`config.mk`:
```
export PLATFORM = sky130hd
export DESIGN_NAME = segs_display_arbiter
export DESIGN_NICKNAME = d
export VERILOG_FILES = /design/src/rtl/segs_pkg.sv /design/src/rtl/segs_display_arbiter_rr_pick.sv /design/src/rtl/segs_display_arbiter.sv
export SDC_FILE = /design/constraint.sdc
export NUM_CORES = 1
export LEC_CHECK = 0
export CAP_MARGIN = 40
export CORE_ASPECT_RATIO = 0.75
export CORE_UTILIZATION = 35
export DETAILED_ROUTE_END_ITERATION = 16
export HOLD_SLACK_MARGIN = 0.06
export PLACE_DENSITY_LB_ADDON = 0.2
export SLEW_MARGIN = 0
export SYNTH_ARGS = -nofsm -noshare
export SYNTH_HDL_FRONTEND = slang
export SYNTH_HIERARCHICAL = 1
export SYNTH_SLANG_ARGS = --single-unit
export TNS_END_PERCENT = 1
```
`constraint.sdc`:
```
create_clock -name i_clk -period 6 [get_ports i_clk]
set_input_delay 0.6 -clock i_clk [delete_from_list [all_inputs] [get_ports i_clk]]
set_output_delay 0.6 -clock i_clk [all_outputs]
set_load 0.02 [all_outputs]
```
`src/rtl/segs_pkg.sv`:
```
// ---------------------------------------------------------------------------
// segs_pkg
// Shared definitions for users of segs_ctrl. Provides the default
// requester count and hold time, the display word geometry, the arbiter
// FSM encodings and a helper that sizes index fields.
// ---------------------------------------------------------------------------
package segs_pkg;

    // Default arbiter configuration
    localparam int SEGS_NUM_REQ_DEF     = 4;
    localparam int SEGS_HOLD_CYCLES_DEF = 16;

    // Display word geometry: six 4-bit digits, one enable per digit
    localparam int SEGS_DIGITS  = 6;
    localparam int SEGS_DIGIT_W = 4;
    localparam int SEGS_DATA_W  = SEGS_DIGITS * SEGS_DIGIT_W;

    // The hold counter covers the full legal HOLD_CYCLES range (1..65535)
    localparam int HOLD_CNT_W = 16;

    // Arbiter FSM encodings
    localparam logic [0:0] ST_IDLE = 1'b0;
    localparam logic [0:0] ST_OWN  = 1'b1;

    // Width of an index into n requesters; never zero, so that a
    // single-requester build still gets a legal one-bit vector.
    function automatic int idx_width(input int n);
        return (n > 1) ? $clog2(n) : 1;
    endfunction

endpackage : segs_pkg

```
`src/rtl/segs_display_arbiter_rr_pick.sv`:
```
// ---------------------------------------------------------------------------
// rr_pick
// Combinational round-robin search. It finds the first set request bit,
// scanning upward from i_last_idx+1 and wrapping modulo NUM_REQ. When
// i_exclude_last is set, the i_last_idx position is skipped. This skip is
// used while an owner holds the display, so the search can only pick a
// different requester.
//
// Ports
//   i_req          : request vector, one bit per requester
//   i_last_idx     : most recently granted index (scan starts just above it)
//   i_exclude_last : skip i_last_idx itself
//   o_found        : at least one eligible request exists
//   o_idx          : index of the chosen requester (0 when none found)
// ---------------------------------------------------------------------------
module rr_pick
    import segs_pkg::*;
#(
    parameter int NUM_REQ = SEGS_NUM_REQ_DEF,
    parameter int IDX_W   = idx_width(NUM_REQ)
) (
    input  logic [NUM_REQ-1:0] i_req,
    input  logic [IDX_W-1:0]   i_last_idx,
    input  logic               i_exclude_last,
    output logic               o_found,
    output logic [IDX_W-1:0]   o_idx
);

    logic [NUM_REQ-1:0] w_upper;  // eligible requests above the last index
    logic [NUM_REQ-1:0] w_wrap;   // eligible requests on the wrapped pass

    always_comb begin
        // NOTE: every combinational output gets a default before any branch
        // or loop. If a path left a signal unassigned, a latch would be
        // inferred.
        w_upper = '0;
        w_wrap  = '0;
        for (int i = 0; i < NUM_REQ; i++) begin
            w_upper[i] = i_req[i] && (i > int'(i_last_idx));
            w_wrap[i]  = i_req[i] && !(i_exclude_last && (i == int'(i_last_idx)));
        end
    end

    // The lowest set bit above the last index wins. Otherwise the search
    // wraps and the lowest eligible bit overall wins. Scanning downward
    // leaves the lowest match in o_idx without needing a found flag.
    always_comb begin
        o_found = 1'b0;
        o_idx   = '0;
        if (|w_upper) begin
            o_found = 1'b1;
            for (int i = NUM_REQ - 1; i >= 0; i--) begin
                if (w_upper[i]) o_idx = IDX_W'(i);
            end
        end else if (|w_wrap) begin
            o_found = 1'b1;
            for (int i = NUM_REQ - 1; i >= 0; i--) begin
                if (w_wrap[i]) o_idx = IDX_W'(i);
            end
        end
    end

endmodule : rr_pick

```
`src/rtl/segs_display_arbiter.sv`:
```
// ---------------------------------------------------------------------------
// segs_display_arbiter
// Shares one six-digit display among NUM_REQ requesters.
//
// A two-state FSM (IDLE / OWN) grants the display to one requester at a
// time, using round-robin order. An owner keeps the display for at least
// HOLD_CYCLES cycles while it keeps requesting. Once that time has passed,
// another requester may take over. An owner that drops its request gives
// up the display at the next edge, and a waiting requester takes over with
// no empty cycle in between.
//
// Data and enables follow the owner's slice with one cycle of latency. They
// freeze while nobody owns the display.
//
// Ports
//   i_clk             : clock, all state changes on its rising edge
//   i_rst             : asynchronous active-high reset
//   i_req             : per-requester level-sensitive request
//   i_req_data        : six 4-bit digits per requester, slice i at [24i +: 24]
//   i_req_enables     : six digit enables per requester, slice i at [6i +: 6]
//   o_grant           : one-hot (or zero) current owner
//   o_data            : registered digit word for segs_ctrl
//   o_display_enables : registered digit enables for segs_ctrl
//   o_busy            : high whenever o_grant is non-zero
// ---------------------------------------------------------------------------
module segs_display_arbiter
    import segs_pkg::*;
#(
    parameter int NUM_REQ     = SEGS_NUM_REQ_DEF,
    parameter int HOLD_CYCLES = SEGS_HOLD_CYCLES_DEF
) (
    input  logic                           i_clk,
    input  logic                           i_rst,
    input  logic [NUM_REQ-1:0]             i_req,
    input  logic [SEGS_DATA_W*NUM_REQ-1:0] i_req_data,
    input  logic [SEGS_DIGITS*NUM_REQ-1:0] i_req_enables,
    output logic [NUM_REQ-1:0]             o_grant,
    output logic [SEGS_DATA_W-1:0]         o_data,
    output logic [SEGS_DIGITS-1:0]         o_display_enables,
    output logic                           o_busy
);

    localparam int                    IDX_W    = idx_width(NUM_REQ);
    localparam logic [HOLD_CNT_W-1:0] HOLD_MAX = HOLD_CNT_W'(HOLD_CYCLES - 1);
    localparam logic [IDX_W-1:0]      IDX_LAST = IDX_W'(NUM_REQ - 1);

    // ------------------------------------------------------------------
    // State
    // ------------------------------------------------------------------
    logic [0:0]             r_state;
    logic [NUM_REQ-1:0]     r_grant;
    logic [IDX_W-1:0]       r_last_idx;   // equals the owner index while in OWN
    logic [HOLD_CNT_W-1:0]  r_hold_cnt;
    logic [SEGS_DATA_W-1:0] r_data;
    logic [SEGS_DIGITS-1:0] r_enables;

    // ------------------------------------------------------------------
    // Combinational decode
    // ------------------------------------------------------------------
    logic                   w_in_own;
    logic                   w_owner_req;
    logic                   w_expired;
    logic                   w_pick_found;
    logic [IDX_W-1:0]       w_pick_idx;
    logic [NUM_REQ-1:0]     w_pick_onehot;
    logic                   w_take_pick;
    logic                   w_go_idle;
    logic [SEGS_DATA_W-1:0] w_owner_data;
    logic [SEGS_DIGITS-1:0] w_owner_enables;

    logic [0:0]             w_state_nxt;
    logic [NUM_REQ-1:0]     w_grant_nxt;
    logic [IDX_W-1:0]       w_last_idx_nxt;
    logic [HOLD_CNT_W-1:0]  w_hold_cnt_nxt;

    assign w_in_own    = (r_state == ST_OWN);
    assign w_owner_req = |(i_req & r_grant);
    assign w_expired   = (r_hold_cnt == HOLD_MAX);

    // While in OWN, the search skips the owner. Any hit therefore means
    // that another requester is waiting.
    rr_pick #(
        .NUM_REQ (NUM_REQ),
        .IDX_W   (IDX_W)
    ) u_rr_pick (
        .i_req          (i_req),
        .i_last_idx     (r_last_idx),
        .i_exclude_last (w_in_own),
        .o_found        (w_pick_found),
        .o_idx          (w_pick_idx)
    );

    always_comb begin
        w_pick_onehot = '0;
        for (int i = 0; i < NUM_REQ; i++) begin
            w_pick_onehot[i] = (w_pick_idx == IDX_W'(i));
        end
    end

    // The owner's slice is selected by the one-hot grant. The result is
    // zero when idle, but it is only loaded while in OWN.
    always_comb begin
        w_owner_data    = '0;
        w_owner_enables = '0;
        for (int i = 0; i < NUM_REQ; i++) begin
            if (r_grant[i]) begin
                w_owner_data    = i_req_data[i*SEGS_DATA_W +: SEGS_DATA_W];
                w_owner_enables = i_req_enables[i*SEGS_DIGITS +: SEGS_DIGITS];
            end
        end
    end

    // A new grant is made from IDLE on any request. In OWN, it is made when
    // the owner has released, or when its hold time has expired and
    // someone else is waiting. Release is checked before expiry, so a
    // dropped request is never held for the rest of the hold time.
    always_comb begin
        if (w_in_own) begin
            w_take_pick = w_pick_found && (!w_owner_req || w_expired);
            w_go_idle   = !w_owner_req && !w_pick_found;
        end else begin
            w_take_pick = w_pick_found;
            w_go_idle   = 1'b0;
        end
    end

    always_comb begin
        w_state_nxt    = r_state;
        w_grant_nxt    = r_grant;
        w_last_idx_nxt = r_last_idx;
        w_hold_cnt_nxt = r_hold_cnt;
        if (w_take_pick) begin
            w_state_nxt    = ST_OWN;
            w_grant_nxt    = w_pick_onehot;
            w_last_idx_nxt = w_pick_idx;
            w_hold_cnt_nxt = '0;
        end else if (w_go_idle) begin
            w_state_nxt = ST_IDLE;
            w_grant_nxt = '0;
        end else if (w_in_own && !w_expired) begin
            // Saturate at HOLD_CYCLES-1 so that expiry stays asserted.
            w_hold_cnt_nxt = r_hold_cnt + 1'b1;
        end
    end

    // ------------------------------------------------------------------
    // Registers
    // ------------------------------------------------------------------
    always_ff @(posedge i_clk or posedge i_rst) begin
        if (i_rst) begin
            r_state    <= ST_IDLE;
            r_grant    <= '0;
            r_last_idx <= IDX_LAST;   // the scan then starts at requester 0
            r_hold_cnt <= '0;
        end else begin
            // NOTE: sequential state uses non-blocking assignments only.
            // All flops then sample the pre-edge values, whatever order the
            // statements appear in.
            r_state    <= w_state_nxt;
            r_grant    <= w_grant_nxt;
            r_last_idx <= w_last_idx_nxt;
            r_hold_cnt <= w_hold_cnt_nxt;
        end
    end

    // The display word loads the current owner's slice at the end of every
    // owned cycle. It freezes while idle.
    always_ff @(posedge i_clk or posedge i_rst) begin
        if (i_rst) begin
            r_data    <= '0;
            r_enables <= '0;
        end else if (w_in_own) begin
            r_data    <= w_owner_data;
            r_enables <= w_owner_enables;
        end
    end

    // ------------------------------------------------------------------
    // Outputs: every output is a flop, or a direct decode of the state flop
    // ------------------------------------------------------------------
    assign o_grant           = r_grant;
    assign o_data            = r_data;
    assign o_display_enables = r_enables;
    assign o_busy            = w_in_own;

endmodule : segs_display_arbiter

```
== Word-level counts from Yosys, hierarchy flattened ==
Cells that the tools add are included.
Widths: inputs -> output; s select.
Storage, ports and cells
  register bits after elaboration: 53
  bits of input ports: 126
  output and inout bits: 35
  logic and storage cells: 77
Operators by class
  $add $sub $neg: 1
  magnitude comparators: 3
  equality and inequality tests: 8
  multiplexer cells: 28
  bitwise gates (word level): 1
  reduce and logical (&&, ||, !) cells: 30
Operator list (count)
  $mux 24: 4
  $mux 16: 3
  $mux 6: 4
  $mux 2: 9
  $add 16x1->16 const B: 1
  $eq 16x4->1 const B: 1
  $logic_and 1x1->1: 14
  $mux 4: 2
  $reduce_or 4->1: 2
  $logic_not 1->1: 7
  $mux 1: 6
  $and 4x4->4: 1
  $eq 2x2->1 const A: 2
  $eq 2x2->1 const B: 2
  $gt 2x2->1 const A: 2
  $logic_not 2->1: 2
  $reduce_bool 2->1: 2
  $reduce_or 3->1: 1
  $eq 1x2->1 const A: 1
  $eq 2x1->1 const B: 1
  $gt 1x2->1 const A: 1
  $ne 2x2->1 const B: 1
  $reduce_and 2->1: 1
  $logic_or 1x1->1: 1

== Logic depth before layout (Yosys ltp) ==
  depth in word-level cells: 12
  mapped depth: 7
  mapped depth without buffers: 7

== Modules after synthesis ==
The synthesis kept the hierarchy.
Modules (own cells, without submodules)
  segs_display_arbiter: instances 1, cells each 367, area each 3241.9 um^2, seq. area each 1328.8 um^2
  rr_pick: instances 1, cells each 20, area each 136.4 um^2, seq. area each 0.0 um^2

== Worst setup path before layout ==
OpenSTA, ideal clock, no wires.
  kind: input to register
  start point: input i_req[1]
  end point: register r_grant[0], in the netlist o_grant[0]
  library setup time: 0.068 ns
  arrival time: 1.998 ns
  required time: 5.932 ns
  path slack: 3.934 ns
  stages: 7
  buffers on the path: 0
  path through: nor2b_1 > a2111oi_0 > o2bb2ai_1 > nor2b_1 > a31oi_1 > a21boi_0 > a32o_1
On the way
  word-level cells in the longest chain between the ends: 8
  elaborated cells between the ends (all ways): 23
  those cells by class: mux (10); bitwise (1); reduce/logical (12)
Ends and longest elaborated chain
  start: declaration: RTL line segs_display_arbiter.sv:34  | input logic [NUM_REQ-1:0] i_req,
  $logic_and 1x1->1: RTL line segs_display_arbiter_rr_pick.sv:40  | w_wrap[i] = i_req[i] && !(i_exclude_last && (i == int'(i_last_idx)));
  $reduce_or 4->1: RTL line segs_display_arbiter_rr_pick.sv:55  | end else if (|w_wrap) begin
  $mux 1: RTL line segs_display_arbiter_rr_pick.sv:55
  $mux 1 (*): RTL line segs_display_arbiter_rr_pick.sv:50  | if (|w_upper) begin
  named net w_pick_found: RTL line segs_display_arbiter.sv:63  | logic w_pick_found;
  $logic_not 1->1: RTL line segs_display_arbiter.sv:120  | w_go_idle = !w_owner_req && !w_pick_found;
  $logic_and 1x1->1: RTL line segs_display_arbiter.sv:120
  $mux 1: RTL line segs_display_arbiter.sv:118  | if (w_in_own) begin
  $reduce_bool 2->1 (no source line)
  end signal: assignment: RTL line segs_display_arbiter.sv:160  | r_grant <= w_grant_nxt;
  end: declaration: RTL line segs_display_arbiter.sv:51  | logic [NUM_REQ-1:0] r_grant;
Mark *: on every way through the listed nets, which the timed path passes. The rest lies on a longest branch.
A chain may end at the register's enable or synchronous reset.

== Worst setup path in the final report ==
  start point: input i_req[1]
  end point: register r_grant[2], in the netlist o_grant[2]
Same word-level chain as after synthesis.

==> flow_summary.ini <==
[clock_network]
cts_root_buf = clkbuf_16
cts_tree = built
clk_pin_slew_ns = 0.07
h-tree-depth = 2
postCtsHoldBufs = 0
cts_resized = 0
insertion_delay_ns = 0.29
clk_path_buf_depth = 2
cts_inserted_buffers = 5
cts_sinks = 53
postCtsSetupBuffers = 0

[global_route]
grt_overflow_total = 0
busiest_layer = met2
grt_pass1_vias = 3353
grtUsageMet1 = 0.2820
gr-usage-met2 = 0.3707
grtUsageMet3 = 0.03967
grt_pass1_wl_um = 16830
grt_max_degree = 63
antenna_found_initial = 0
grt_use_total = 0.2147

[power_and_ir_drop]
powerDensity_nw_per_um2 = 403.5
peakVddDrop_mv = 0.2907
pwr-share-clk = 0.153
p_leak_nw = 2.157
swShare = 0.3987
p_int_mw = 1.273
seq_power_share = 0.283
p_comb_frac = 0.564
p_switching_mw = 0.8441

[floorplan]
die_area_um2 = 10050
die_h_um = 87.08
die_w_um = 115.4
ios = 161
rows = 30
core_area_um2 = 9196
initial_core_util = 0.3673

[detailed_routing]
post_drt_wl_per_cell_um = 16.16
first_pass_iters = 6
viasPerCell = 5.389
drtIter0Drc = 236
remaining_drc_errors = 0
routed_wl_um = 10600
ant_nets = 0
vias = 3535

[yosys]
synthCells = 387
ys_seq_area_frac = 0.3933
synthFlopType = dfrtp_1
synth_cell_types = 53
syn-num-nets = 514
synth_area_um2 = 3378
synth_enable_flop_cells = 0
synth_seq_cells = 53
async_flop_share = 1.000
yosysWarnings = 6
synth_area_per_cell_um2 = 8.729

[outcome]
outcome = finished clean

[timing]
maxSlewViolCount = 0
finalClockSkew_ns = 0.006809
fmax_mhz = 377.4
tightest_slew_ns = 0.6849
relSlewSlack = 0.5434
finalWorstPathRequiredPeriod_ns = 2.650
setup_viol = 0
report.final.hold_viol_count = 0
rsz0062_at_grt = no
tns_ns = 0
finalCritPeriodShare = 0.4417

[placement]
dp.cells = 648
globalplace.congestion = 0.8444
io_buffers = 160
dp_hpwl_um = 7720

[setup_path]
crit_arrival_ns = 2.86
cp.required_ns = 6.21
startpoint_type = primary input
end_kind = flip-flop
path_max_fanout = 6
critPathKind = primary input to flip-flop

[layout]
final_cell_mix = clkdlybuf4s50_1 (160), dfrtp_1 (48), nand2_1 (42)
fill_cells = 827
num_antenna_cells = 0
layout_commonest_cell = clkdlybuf4s50_1
finalNetCount = 654
drive_above_1_share = 0.05871
stdcell_count = 656
area.growth.synth_to_final_pct = 55.30

[job]
max_cap_violations = 0

[min_path]
hp-class = flip-flop to flip-flop
-- stage by stage --
step | utilization | hold WS (ns) | worst slack (ns) | area [um2] | total power, mW
after floorplan | - | 0.5288 | 3.934 | 3378 | 1.327
after global placement | 0.5472 | 0.5250 | 3.153 | 5032 | 1.763
after detailed placement | 0.5522 | 0.5280 | 3.106 | 5079 | 1.809
after CTS | 0.5705 | 0.5377 | 3.407 | 5246 | 2.140
after global routing | 0.5705 | 0.5556 | 3.188 | 5246 | 2.262
final | 0.5705 | 0.5359 | 3.350 | 5246 | 2.117
-- kinds of logic after synthesis --
group	Yosys count	synth area share
buffers and inverters	71	0.08370
DFF	53	0.3933
adders and majority gates	1	0.003703
muxes	8	0.02481
and+or+nand+nor	124	0.1804
xor gates and xnor gates	4	0.01037
AOI/OAI and AO/OA	126	0.3037
-- synthesized netlist by cell type, drive strengths merged, types with 3 or more instances --
cell | number | share of area
a221o | 9 | 0.027
nor2b | 5 | 0.0093
a21oi | 3 | 0.0067
nor3 | 7 | 0.010
nor4 | 8 | 0.015
a21boi | 4 | 0.0089
dfrtp | 51 | 0.38
a211o | 30 | 0.078
mux2 | 3 | 0.010
nand3 | 5 | 0.011
inv | 37 | 0.041
xnor2 | 3 | 0.0078
nand2 | 42 | 0.047
a31oi | 31 | 0.057
a32o | 4 | 0.012
clkbuf | 25 | 0.028
nand4 | 5 | 0.0093
nor2 | 35 | 0.039
mux2i | 5 | 0.015
a221oi | 28 | 0.073
buf | 9 | 0.015
-- final cells by class --
| cell class | count | area (um2) | area share |
|---|---|---|---|
| Clock inverter | 2 | 38.79 | 0.007393 |
| Sequential cell | 53 | 1333 | 0.2540 |
| Tap cell | 128 | 160.2 | 0.03053 |
| Clock buffer | 6 | 128.9 | 0.02456 |
| Timing Repair Buffer | 167 | 1678 | 0.3198 |
| Multi-Input combinational cell | 263 | 1769 | 0.3372 |
| Inverter | 37 | 138.9 | 0.02647 |
-- registers in the layout, summed over array words and instances (netlist names) --
register,cells
r_last_idx,2
r_hold_cnt,16
o_busy,1
o_display_enables,6
o_data,24
o_grant,4
-- path summary, 6_finish.rpt --
path | from | endpoint | slack (ns) | cells after the start
max reg2reg | o_busy$_DFFE_PP0P_ | o_grant[2]$_DFFE_PP0P_ | 3.67 | 7
min in group asynchronous | i_rst | r_hold_cnt[8]$_DFFE_PP0P_ | 0.81 | 3
max in group asynchronous | i_rst | o_grant[2]$_DFFE_PP0P_ | 4.69 | 3
max | i_req[1] | o_grant[2]$_DFFE_PP0P_ | 3.35 | 8
min reg2reg | o_data[6]$_DFFE_PP0P_ | o_data[6]$_DFFE_PP0P_ | 0.54 | 2
min | o_data[6]$_DFFE_PP0P_ | o_data[6]$_DFFE_PP0P_ | 0.54 | 2
-- power groups by stage --
stage | clock, mW | combinational [mW] | sequential, mW
after global placement | 0 | 1.14 | 0.626
after global routing | 0.347 | 1.30 | 0.618
after detailed placement | 0 | 1.21 | 0.604
final | 0.323 | 1.20 | 0.599
after floorplan | 0 | 0.617 | 0.710
after CTS | 0.333 | 1.21 | 0.599
-- critical path, cell delays in order --
cell,delay (ns)
clkdlybuf4s50_1,0.49
nor2b_1,0.20
a2111oi_0,0.40
o2bb2ai_1,0.20
nor2b_1,0.17
a31oi_1,0.17
a21boi_0,0.42
a32o_1,0.20
-- metal layers --
layer  vias to the layer above  wire length (um)
met5                         -                 0
met4                         0                66
met3                         5               723
met2                       120              4945
met1                      1681              4866
li1                       1729                 -
(Power assumes the default switching activity.)
